===== config.mk =====
export PLATFORM = sky130hd
export DESIGN_NAME = pe_dot_acc
export DESIGN_NICKNAME = d
export VERILOG_FILES = /design/src/rtl/pe_pkg.sv /design/src/rtl/pe_adder_tree.sv /design/src/rtl/pe_dot_acc.sv
export SDC_FILE = /design/constraint.sdc
export NUM_CORES = 1
export LEC_CHECK = 0
export ABC_CLOCK_PERIOD_IN_PS = 4200
export CAP_MARGIN = 20
export CORE_MARGIN = 8
export CORE_UTILIZATION = 51
export CTS_BUF_LIST = sky130_fd_sc_hd__clkbuf_8
export DETAILED_ROUTE_END_ITERATION = 12
export GPL_TIMING_DRIVEN = 0
export PLACE_DENSITY = 0.68
export SYNTH_ARGS = -nofsm -noshare
export SYNTH_HDL_FRONTEND = slang
export SYNTH_SLANG_ARGS = --single-unit

===== constraint.sdc =====
create_clock -name clk -period 4.2 [get_ports clk]
set_input_delay 0.84 -clock clk [delete_from_list [all_inputs] [get_ports clk]]
set_output_delay 0.84 -clock clk [all_outputs]
set_load 0.02 [all_outputs]

===== src/rtl/pe_pkg.sv =====
// Shared widths, tree-depth helpers and the pipeline sideband type for the dot-product PE.
// Latency: n/a (types and constant functions only).
// Backpressure: n/a.
package pe_pkg;

    localparam int PE_NUM_LANES_DEF = 5;
    localparam int PE_DATA_W_DEF    = 8;
    localparam int PE_ACC_W_DEF     = 32;

    typedef struct packed {
        logic vld;
        logic first;
        logic last;
    } pe_sb_t;

    function automatic int pe_clog2(input int n);
        int r;
        r = 0;
        while ((1 << r) < n) r++;
        return r;
    endfunction

    // Number of live elements at tree level k (level 0 = the products).
    function automatic int pe_lvl_cnt(input int n, input int k);
        return (n + (1 << k) - 1) >> k;
    endfunction

endpackage


===== src/rtl/pe_adder_tree.sv =====
// Registered binary reduction of NUM_LANES signed IN_W values, odd element forwarded.
// Latency: clog2(NUM_LANES) cycles, one register level per tree stage.
// Backpressure: en_i low freezes every level.
module pe_adder_tree
    import pe_pkg::*;
#(
    parameter int NUM_LANES = PE_NUM_LANES_DEF,
    parameter int IN_W      = 2 * PE_DATA_W_DEF
) (
    input  logic                                         clk,
    input  logic                                         rst_n,
    input  logic                                         en_i,
    input  logic [NUM_LANES*IN_W-1:0]                    in_dat_i,
    output logic [IN_W+pe_clog2(NUM_LANES)-1:0]          sum_o
);

    localparam int TD    = pe_clog2(NUM_LANES);
    localparam int OUT_W = IN_W + TD;

    // Levels are stored at the final width; level k only ever carries IN_W+k
    // significant bits, the rest are sign copies.
    logic signed [OUT_W-1:0] stg   [TD][NUM_LANES];
    logic signed [OUT_W-1:0] lvl_d [TD][NUM_LANES];
    logic signed [OUT_W-1:0] lvl_q [TD][NUM_LANES];

    function automatic int clampi(input int x);
        return (x < NUM_LANES) ? x : NUM_LANES - 1;
    endfunction

    always_comb begin
        for (int i = 0; i < NUM_LANES; i++) begin
            stg[0][i] = OUT_W'($signed(in_dat_i[i*IN_W +: IN_W]));
        end
        for (int k = 1; k < TD; k++) begin
            for (int i = 0; i < NUM_LANES; i++) begin
                stg[k][i] = lvl_q[k-1][i];
            end
        end
        for (int k = 0; k < TD; k++) begin
            for (int i = 0; i < NUM_LANES; i++) begin
                lvl_d[k][i] = '0;
                if (2 * i + 1 < pe_lvl_cnt(NUM_LANES, k)) begin
                    lvl_d[k][i] = stg[k][clampi(2 * i)] + stg[k][clampi(2 * i + 1)];
                end else if (2 * i < pe_lvl_cnt(NUM_LANES, k)) begin
                    lvl_d[k][i] = stg[k][clampi(2 * i)];
                end
            end
        end
    end

    always_ff @(posedge clk or negedge rst_n) begin
        if (!rst_n) begin
            for (int k = 0; k < TD; k++) begin
                for (int i = 0; i < NUM_LANES; i++) begin
                    lvl_q[k][i] <= '0;
                end
            end
        end else if (en_i) begin
            for (int k = 0; k < TD; k++) begin
                for (int i = 0; i < NUM_LANES; i++) begin
                    lvl_q[k][i] <= lvl_d[k][i];
                end
            end
        end
    end

    assign sum_o = lvl_q[TD-1][0];

endmodule


===== src/rtl/pe_dot_acc.sv =====
// Pipelined signed dot product of NUM_LANES lanes accumulated over first..last beats.
// Latency: clog2(NUM_LANES)+2 cycles from accepted last beat to out_valid.
// Backpressure: in_ready drops while a result waits on out_ready; PE_ACC_SAT_EN adds clamping and sat_flag.
module pe_dot_acc
    import pe_pkg::*;
#(
    parameter int NUM_LANES = PE_NUM_LANES_DEF,
    parameter int DATA_W    = PE_DATA_W_DEF,
    parameter int ACC_W     = PE_ACC_W_DEF
) (
    input  logic                          clk,
    input  logic                          rst_n,
    input  logic                          in_valid,
    output logic                          in_ready,
    input  logic                          in_first,
    input  logic                          in_last,
    input  logic [NUM_LANES*DATA_W-1:0]   ifm_vec,
    input  logic [NUM_LANES*DATA_W-1:0]   wgt_vec,
    output logic                          out_valid,
    input  logic                          out_ready,
    output logic [ACC_W-1:0]              out_data
`ifdef PE_ACC_SAT_EN
    ,
    output logic                          sat_flag
`endif
);

    localparam int TD     = pe_clog2(NUM_LANES);
    localparam int PROD_W = 2 * DATA_W;
    localparam int SUM_W  = PROD_W + TD;

    logic                          en;
    logic [NUM_LANES*PROD_W-1:0]   prod_d, prod_q;
    pe_sb_t                        sb_in;
    pe_sb_t                        sb_q [TD+1];
    logic signed [SUM_W-1:0]       tree_sum;
    logic signed [ACC_W-1:0]       sum_ext, base, upd;
    logic signed [ACC_W-1:0]       acc_d, acc_q, out_data_d, out_data_q;
    logic                          out_valid_d, out_valid_q;
    logic                          beat, fin;

    // A held result freezes the whole pipe so nothing behind it can be lost.
    assign en        = !(out_valid_q && !out_ready);
    assign in_ready  = en;
    assign out_valid = out_valid_q;
    assign out_data  = out_data_q;

    always_comb begin
        prod_d = '0;
        for (int i = 0; i < NUM_LANES; i++) begin
            prod_d[i*PROD_W +: PROD_W] = PROD_W'($signed(ifm_vec[i*DATA_W +: DATA_W]))
                                       * PROD_W'($signed(wgt_vec[i*DATA_W +: DATA_W]));
        end
        sb_in       = '0;
        sb_in.vld   = in_valid && en;
        sb_in.first = in_first;
        sb_in.last  = in_last;
    end

    always_ff @(posedge clk or negedge rst_n) begin
        if (!rst_n) begin
            prod_q <= '0;
            for (int k = 0; k <= TD; k++) begin
                sb_q[k] <= '0;
            end
        end else if (en) begin
            prod_q  <= prod_d;
            sb_q[0] <= sb_in;
            for (int k = 1; k <= TD; k++) begin
                sb_q[k] <= sb_q[k-1];
            end
        end
    end

    pe_adder_tree #(
        .NUM_LANES (NUM_LANES),
        .IN_W      (PROD_W)
    ) u_tree (
        .clk      (clk),
        .rst_n    (rst_n),
        .en_i     (en),
        .in_dat_i (prod_q),
        .sum_o    (tree_sum)
    );

`ifdef PE_ACC_SAT_EN
    logic signed [ACC_W:0] wide;
    logic                  ovf;
    logic                  sat_d, sat_q;
`endif

    always_comb begin
        sum_ext = ACC_W'(tree_sum);
        base    = sb_q[TD].first ? '0 : acc_q;
        beat    = en && sb_q[TD].vld;
        fin     = beat && sb_q[TD].last;
`ifdef PE_ACC_SAT_EN
        wide = {base[ACC_W-1], base} + {sum_ext[ACC_W-1], sum_ext};
        ovf  = wide[ACC_W] ^ wide[ACC_W-1];
        upd  = wide[ACC_W-1:0];
        if (ovf) begin
            upd = wide[ACC_W] ? {1'b1, {(ACC_W-1){1'b0}}} : {1'b0, {(ACC_W-1){1'b1}}};
        end
        sat_d = sat_q;
        if (beat) begin
            sat_d = sb_q[TD].first ? ovf : (sat_q | ovf);
        end
`else
        upd = base + sum_ext;
`endif
        acc_d       = acc_q;
        out_data_d  = out_data_q;
        out_valid_d = out_valid_q;
        if (beat) begin
            acc_d = sb_q[TD].last ? '0 : upd;
        end
        if (fin) begin
            out_data_d = upd;
        end
        if (en) begin
            out_valid_d = fin;
        end
    end

    always_ff @(posedge clk or negedge rst_n) begin
        if (!rst_n) begin
            acc_q       <= '0;
            out_data_q  <= '0;
            out_valid_q <= 1'b0;
        end else begin
            acc_q       <= acc_d;
            out_data_q  <= out_data_d;
            out_valid_q <= out_valid_d;
        end
    end

`ifdef PE_ACC_SAT_EN
    always_ff @(posedge clk or negedge rst_n) begin
        if (!rst_n) begin
            sat_q <= 1'b0;
        end else begin
            sat_q <= sat_d;
        end
    end

    assign sat_flag = sat_q;
`endif

endmodule


==> Yosys cells after proc, flatten, opt, wreduce, memory -nomap -nowiden <==
Cells that the tools add are included.
{ "op_classes": {"reduce_logical": 6, "addsub": 5, "multipliers": 5, "mux": 2} }
{ "ops": {"columns": ["operator", "count"], "rows": [
  ["$mul 8x8->16", 5],
  ["$mux 32", 2],
  ["$add 16x16->17", 2],
  ["$add 32x19->32", 1],
  ["$add 19x16->19", 1],
  ["$add 19x19->19", 1],
  ["$logic_and 1x1->1", 4],
  ["$logic_not 1->1", 2]
]} }
{ "totals": {"out_inout_bits": 34, "register_bits": 265} }

==> Longest topological paths before layout <==
Gate-level depths: netlist (run 1).
{ "depth": {"word_depth": 5, "ltp_mapped": 22} }

==> Hierarchy <==
From an unflattened synthesis (run 1), not the netlist that was laid out.
{ "hier_totals": {"cells_unflattened": 2939, "hier_area_um2": 27325.0} }
{ "by_module_without_submodules": {"columns": ["module", "cells_each", "n_inst", "area_each_um2"], "rows": [
  ["pe_dot_acc", 2196, 1, 20064.2],
  ["pe_adder_tree", 743, 1, 7260.7]
]} }

==> Worst setup path before layout (run 1) <==
OpenSTA, ideal clock, no wires.
{ "synth_path": {"path_type": "input to register", "start": "input ifm_vec[19]", "end": "register prod_q[46]", "setup_ns": 0.095, "setup_slack_ns": -0.770, "cell_stages": 19, "t_required_ns": 4.105, "t_arrival_ns": 4.874, "path_cell_list": "and2_1 -> fa_1 -> inv_1 -> fa_1 -> inv_1 -> fa_1 -> inv_1 -> fa_1 -> inv_1 -> ha_1 -> o21ai_0 -> a21boi_0 -> o21ai_0 -> a21boi_0 -> o21ai_0 -> a21boi_0 -> o21ai_0 -> and3_1 -> o31ai_1"} }
{ "synth_between": {"elab_chain_len": 1} }
{ "synth_lines": {"columns": ["item", "line_no", "text"], "rows": [
  ["from (decl)", "pe_dot_acc.sv:17", "input logic [NUM_LANES*DATA_W-1:0] ifm_vec,"],
  ["$mul 8x8->16", "pe_dot_acc.sv:52", "* PROD_W'($signed(wgt_vec[i*DATA_W +: DATA_W]));"],
  ["to (signal assigned)", "pe_dot_acc.sv:67", "prod_q <= prod_d;"],
  ["to (decl)", "pe_dot_acc.sv:33", "logic [NUM_LANES*PROD_W-1:0] prod_d, prod_q;"]
]} }
No other way between the ends.
A chain may end at the register's enable or synchronous reset.

==> Worst setup path in the final report (run 1) <==
{ "layout_path": {"start": "input wgt_vec[35]", "end": "register prod_q[79]"} }
{ "layout_between": {"elab_chain_len": 1} }
{ "layout_lines": {"columns": ["item", "line_no", "text"], "rows": [
  ["from (decl)", "pe_dot_acc.sv:18", "input logic [NUM_LANES*DATA_W-1:0] wgt_vec,"],
  ["$mul 8x8->16", "pe_dot_acc.sv:52", null]
]} }
No other way between the ends.

==> results of run 1 <==
## flip-flops by register name, summed over array words and instances, names as in the netlist
signal / cells
acc_q: 32
u_tree.lvl_q: 69
out_valid: 1
out_data: 32
prod_q: 80
u_tree.lvl_d: 16
u_tree.sum_o: 19
sb_q: 12
## what timing repair did
action                                  in CTS  in global routing
pin swaps                                   99                 69
endpoints found under the setup margin      38                 26
gates resized for setup                    541                104
setup buffers                               43                 15
## cell type report
| type | instances | area, µm² |
|---|---|---|
| fill | 4405 | 20100 |
| multi-input combinational | 2073 | 18300 |
| sequential | 261 | 6530 |
| inverter | 455 | 1720 |
| timing repair buffer | 177 | 1630 |
| tap | 672 | 841 |
| clock buffer | 60 | 826 |
| buffer | 58 | 218 |
| clock inverter | 20 | 124 |
## where the power goes
group	switching [µW]	internal, µW	leakage, µW	total (µW)
sequential	873	3910	0.00311	4780
clock	1050	1340	0.000529	2390
combinational	9000	7510	0.0110	16500
## per-stage QoR
stage | hold slack (ns) | instance area (µm²)
global route | 0.199 | 30200
CTS | 0.184 | 29700
finish | 0.189 | 30200
detailed placement | 0.458 | 28200
global placement | 0.451 | 28100
floorplan | 0.439 | 26100
## routing by layer
metal	part of all wire, %	up-vias
met5	0	-
li1	-	9553
met4	3.4	0
met3	3.1	119
met1	44	9754
met2	49	343
## cell families (layout without fill, tap and decap cells)
kind of cell    after synthesis  in the layout  synth area share [%]
buf+inv                     513            770                  7.41
fa+ha+maj                   523            523                  33.3
xor+xnor                    135            135                  4.55
mux                          31             31                  1.34
flops                       261            261                  25.1
simple gates                946            946                  17.3
compound gates              438            438                  11.0
## cell usage after synthesis, types with 13 or more instances
| cell | number |
|---|---|
| a21o_1 | 21 |
| a21boi_0 | 28 |
| o31ai_1 | 40 |
| ha_1 | 243 |
| o21ai_0 | 81 |
| a22o_1 | 24 |
| dfrtp_1 | 261 |
| o21a_1 | 13 |
| a21oi_1 | 141 |
| nand3_1 | 19 |
| clkbuf_1 | 49 |
| nand2_1 | 395 |
| mux2_2 | 31 |
| xnor2_1 | 83 |
| nor2b_1 | 74 |
| nand2b_1 | 29 |
| xor2_1 | 52 |
| and3_1 | 13 |
| fa_1 | 280 |
| inv_1 | 455 |
| and2_1 | 206 |
| nor3_1 | 21 |
| nor2_1 | 162 |
## cell usage in the layout (no fill, tap or decap), types with 50 or more instances in the layout
master,n
a21oi_1,127
and2_1,174
buf_4,70
clkbuf_8,60
dfrtp_1,261
fa_1,272
ha_1,229
inv_1,429
nand2_1,393
nor2_1,158
nor2b_1,69
o21ai_0,55
xnor2_1,81
xor2_1,50
## how the worst max path moves through the flow
stage                  to  slack (ns)  cells after the start
6_report       prod_q[79]       -0.31                     20
5_1_grt        prod_q[31]       -0.48                     21
4_1_cts        prod_q[15]       -0.39                     20
3_5_place_dp   prod_q[14]       -1.69                     20
3_3_place_gp   prod_q[60]       -8.46                      1
2_1_floorplan  prod_q[47]       -0.55                     19
==> metrics, run 1 <==
met1 Use GR 26.6%; clk_skew 0.0183 ns; register area share after synthesis 25.1%; via count a little under 20,000; Hold Path Class in2async; Cells after Synth 2,847; Total GRT Usage 20.8%; Max Slew Vio Count 0; TritonCTS clock tree yes; Crit path top cell by count fa_1; Startpoint Class input pin; M2 GR Usage 36.6%; Area contributors post-synth dfrtp_1, fa_1, ha_1; worst reg2reg path depth 13; Initial Utilization 51.7%; EDFF count, synth 0; ys async rst share 100%; Worst-path clk slew 0.06 ns; placed cell count between 3,000 and 4,000; grt total ovfl 0; Slew headroom roughly 37%; Crit Reg-Reg Startpoint sb_q[1]; FF-to-FF setup slack 0.30 ns; crit path launch wgt_vec[35]; Fin Setup TNS -2.80 ns; Synthesized Nets 3,456; Critical Path Fanout Max 8; vias per std cell around 5.2; vias in the first global route ~21,000; failing checks setup timing; clock latency on the worst-skew pair 0.56 ns; outcome finished, violations left; Crit Path Category in2reg; CP Data Arrival Time 4.94 ns; CTS Buffer Depth 3; drt total wl between 60 and 70 mm; core area 50,300 µm²; synth-to-layout area growth 16.1%; first-pass GRT wire length 103 mm; layer with the highest usage met2; Sink Count between 200 and 300; antenna-violating nets left 0; dpl ws -1.69 ns; DRC Markers 0; fin crit share 107%; largest net degree at the start of global routing 116; CP top delay family adder cells; crit path capture type register; Power Density 785 nW/µm²; Nets 3,679; Tmin final 4.51 ns; CP bufs+invs 6; Final Hold Vio Count 0; Finish-stage setup viols 16; drt first pass iters 5; GR Layer Usage met3 around 2.1%; Achievable Freq 222 MHz; Synthesis Warnings 0; Worst-Margin Slew 0.950 ns; CTS hold repair buffers 0; DIE WIDTH approximately 240 µm; TritonCTS Buffers 44; Clock Tree Root clkbuf_8; ys flop type dfrtp_1; num rows 82; setup ws final -0.307 ns; fin util 60.0%; I/O Buffers 119; mean routed wirelength per cell 16.1 µm; Final GP Congestion 0.868; Post-Layout Cell Count 3,776; Max VDD drop between 0.0003 and 0.0004 V; IO Pins 120; Cell Chain, Critical Path buf_6, and2_4, fa_1, inv_1, fa_1, inv_1, fa_1, inv_1, fa_1, inv_2, ha_4, inv_2, o21ai_2, a21oi_2, nand2b_4, a21boi_2, o31a_1, o41ai_2, xnor2_2, a21oi_2; layout cells sized above 1 14.1%; Power Total around 24,000 µW; Synth Area per Inst roughly 9.1 µm²; Distinct cells, synth 62; RSZ-0062 raised after global routing true; Ant. Diodes 0; detailed placement HPWL around 48 mm; initial antenna violation count 0; Die ar. 58,400 µm²; area leader, netlist dfrtp_1; CP max stage delay 0.53 ns; Crit path required time 4.63 ns; cell leakage power 0.0147 µW; Post-Syn Area about 26,000 µm²; chip height 242 µm; H-tree levels 2; #FFs+latches synth 261; Iter 0 DRT Violations ~830; number of max-cap violations 0; Yosys top cell area share 25.1%; RR Endpoint acc_q[28]; Critical-path top delay cell fa_1
(Power assumes the default switching activity.)
==> run 2: changes to the inputs <==
--- a/config.mk
+++ b/config.mk
@@ -8,11 +8,12 @@
 export ABC_CLOCK_PERIOD_IN_PS = 4200
 export CAP_MARGIN = 20
 export CORE_MARGIN = 8
-export CORE_UTILIZATION = 51
+export CORE_UTILIZATION = 64
 export CTS_BUF_LIST = sky130_fd_sc_hd__clkbuf_8
 export DETAILED_ROUTE_END_ITERATION = 12
 export GPL_TIMING_DRIVEN = 0
-export PLACE_DENSITY = 0.68
+export PLACE_DENSITY = 0.83
+export SKIP_CTS_REPAIR_TIMING = 1
 export SYNTH_ARGS = -nofsm -noshare
 export SYNTH_HDL_FRONTEND = slang
 export SYNTH_SLANG_ARGS = --single-unit
==> run 2 against run 1 <==
  * The run still ends with setup timing left
  * Final cell count fell by 4.3%
  * Clock skew rose by 0.00057 ns
  * Combinational power barely moved
  * Largest power group unchanged
==> metrics, run 2 (synthesized netlist as in run 1, its figures left out) <==
Biggest register prod_q; mean routed wirelength per cell 17.0 µm; CTS Buffer Depth 3; vias per std cell about 5.6; I/O Buffers ~120; RSZ-0062 raised after global routing true; Initial Utilization 64.2%; crit path capture type register; Finish-stage setup viols 19; Total GRT Usage between 20% and 30%; Largest register FFs 80; Critical Path Fanout Max 7; initial antenna violation count 0; Final Hold Vio Count 0; Nets 3,664; Achievable Freq 213 MHz; num rows 74; RR Endpoint acc_q[28]; CP Capture Point prod_q[63]; clk_skew between 0.015 and 0.02 ns; chip height 218 µm; commonest non-fill, non-tap cells in the layout inv_1, nand2_1, fa_1, dfrtp_1, ha_1; Tmin final 4.69 ns; DRC Markers 0; clock latency on the worst-skew pair 0.56 ns; most common cell after layout, fill and taps aside inv_1; Final GP Congestion 0.910; antenna-violating nets left 0; Crit Reg-Reg Startpoint sb_q[1]; Startpoint Class input pin; drt total wl 61.4 mm; TritonCTS Buffers 43; via count approximately 20,000; drt first pass iters 5; Crit Path Category in2reg; DIE WIDTH 218 µm; setup ws final -0.493 ns; core area 40,500 µm²; Power Total ~24,000 µW; fill cell count between 2,000 and 3,000; number of max-cap violations 0; Crit path required time 4.60 ns; Max Slew Vio Count 0; failing checks setup timing; TritonCTS clock tree yes; largest net degree at the start of global routing 111; Die ar. around 47,000 µm²; vias in the first global route 21,200; first-pass GRT wire length approximately 100 mm; Worst-Margin Slew 1.01 ns; Slew headroom 32.8%; H-tree levels 2; Worst-path clk slew 0.06 ns; layout cells sized above 1 12.9%; outcome finished, violations left; detailed placement HPWL 47.9 mm; Top Registers prod_q: 80 flops, u_tree.lvl_q: 69 flops; IO Pins 120; synth-to-layout area growth 14.4%; CP Data Arrival Time 5.10 ns; FF-to-FF setup slack 0.22 ns; grt total ovfl 0; Power Density 791 nW/µm²; worst reg2reg path depth 13; Sink Count between 200 and 300; Iter 0 DRT Violations approximately 1,200; Ant. Diodes 0; fin crit share 112%; Clock Tree Root clkbuf_8; dpl ws -1.65 ns; Max VDD drop approximately 0.00032 V; Hold Path Class in2async; cell leakage power 0.0146 µW; crit path launch wgt_vec[26]
run 2: cell types whose count changed in the layout (fill, tap and decap cells not counted), moves of 5 or more:
cell,change
clkbuf_2,+17
clkbuf_8,-5
clkbuf_4,+10
inv_1,+8
buf_2,-13
buf_4,-16
buf_8,-6
clkinv_2,-7
run 2: area by class of cell:
class,count,area [µm²],share of cell area (%)
Inverter,455,1720,5.78
Multi-Input combinational cell,2073,18300,61.5
Clock inverter,16,90.1,0.303
Sequential cell,261,6530,22.0
Timing Repair Buffer,163,1470,4.96
Clock buffer,55,757,2.55
Buffer,58,218,0.732
Tap cell,532,666,2.24
run 2: critical path, cell delays in order:
cell and delay [ns]:
buf_12 0.11, and2_4 0.15, fa_1 0.54, inv_2 0.04, fa_1 0.50, inv_1 0.05, fa_1 0.49, inv_2 0.04
fa_1 0.54, inv_2 0.05, ha_4 0.22, inv_4 0.06, o21ai_4 0.05, a21oi_2 0.18, nand2b_4 0.16, a21boi_4 0.06
o31a_1 0.35, o41ai_4 0.34, xnor2_2 0.20, a21oi_1 0.10
run 2: stage by stage:
step | TNS, ns | hold slack [ns] | utilization (%) | cell area, µm² | std cells
after floorplan | -8.07 | 0.439 | - | 26100 | 2847
after global placement | -2190.02 | 0.449 | 69.1 | 28000 | 3498
after detailed placement | -47.64 | 0.455 | 69.3 | 28000 | 3500
after CTS | -21.60 | 0.184 | 71.4 | 28900 | 3571
after global routing | -8.02 | 0.205 | 73.5 | 29700 | 3613
final | -5.06 | 0.185 | 73.5 | 29700 | 3613
run 2: routing by layer:
layer  routed length, µm  track usage [%]
met5                   0                0
met4                1950             8.14
met3                2890             2.88
met2               31300             45.5
met1               25300             32.0
run 2: power breakdown:
group          internal, µW  switching, µW
clock                  1220            991
sequential             3910            871
combinational          7370           9140
run 2: worst min-delay path by stage:
| stage | endpoint | slack [ns] | cells past startpoint |
|---|---|---|---|
| 2_1_floorplan | prod_q[64] | 0.44 | 2 |
| 3_3_place_gp | sb_q[11] | 0.45 | 2 |
| 3_5_place_dp | prod_q[65] | 0.46 | 2 |
| 4_1_cts | out_data[4] | 0.18 | 1 |
| 5_1_grt | out_data[3] | 0.21 | 1 |
| 6_report | out_data[3] | 0.19 | 1 |
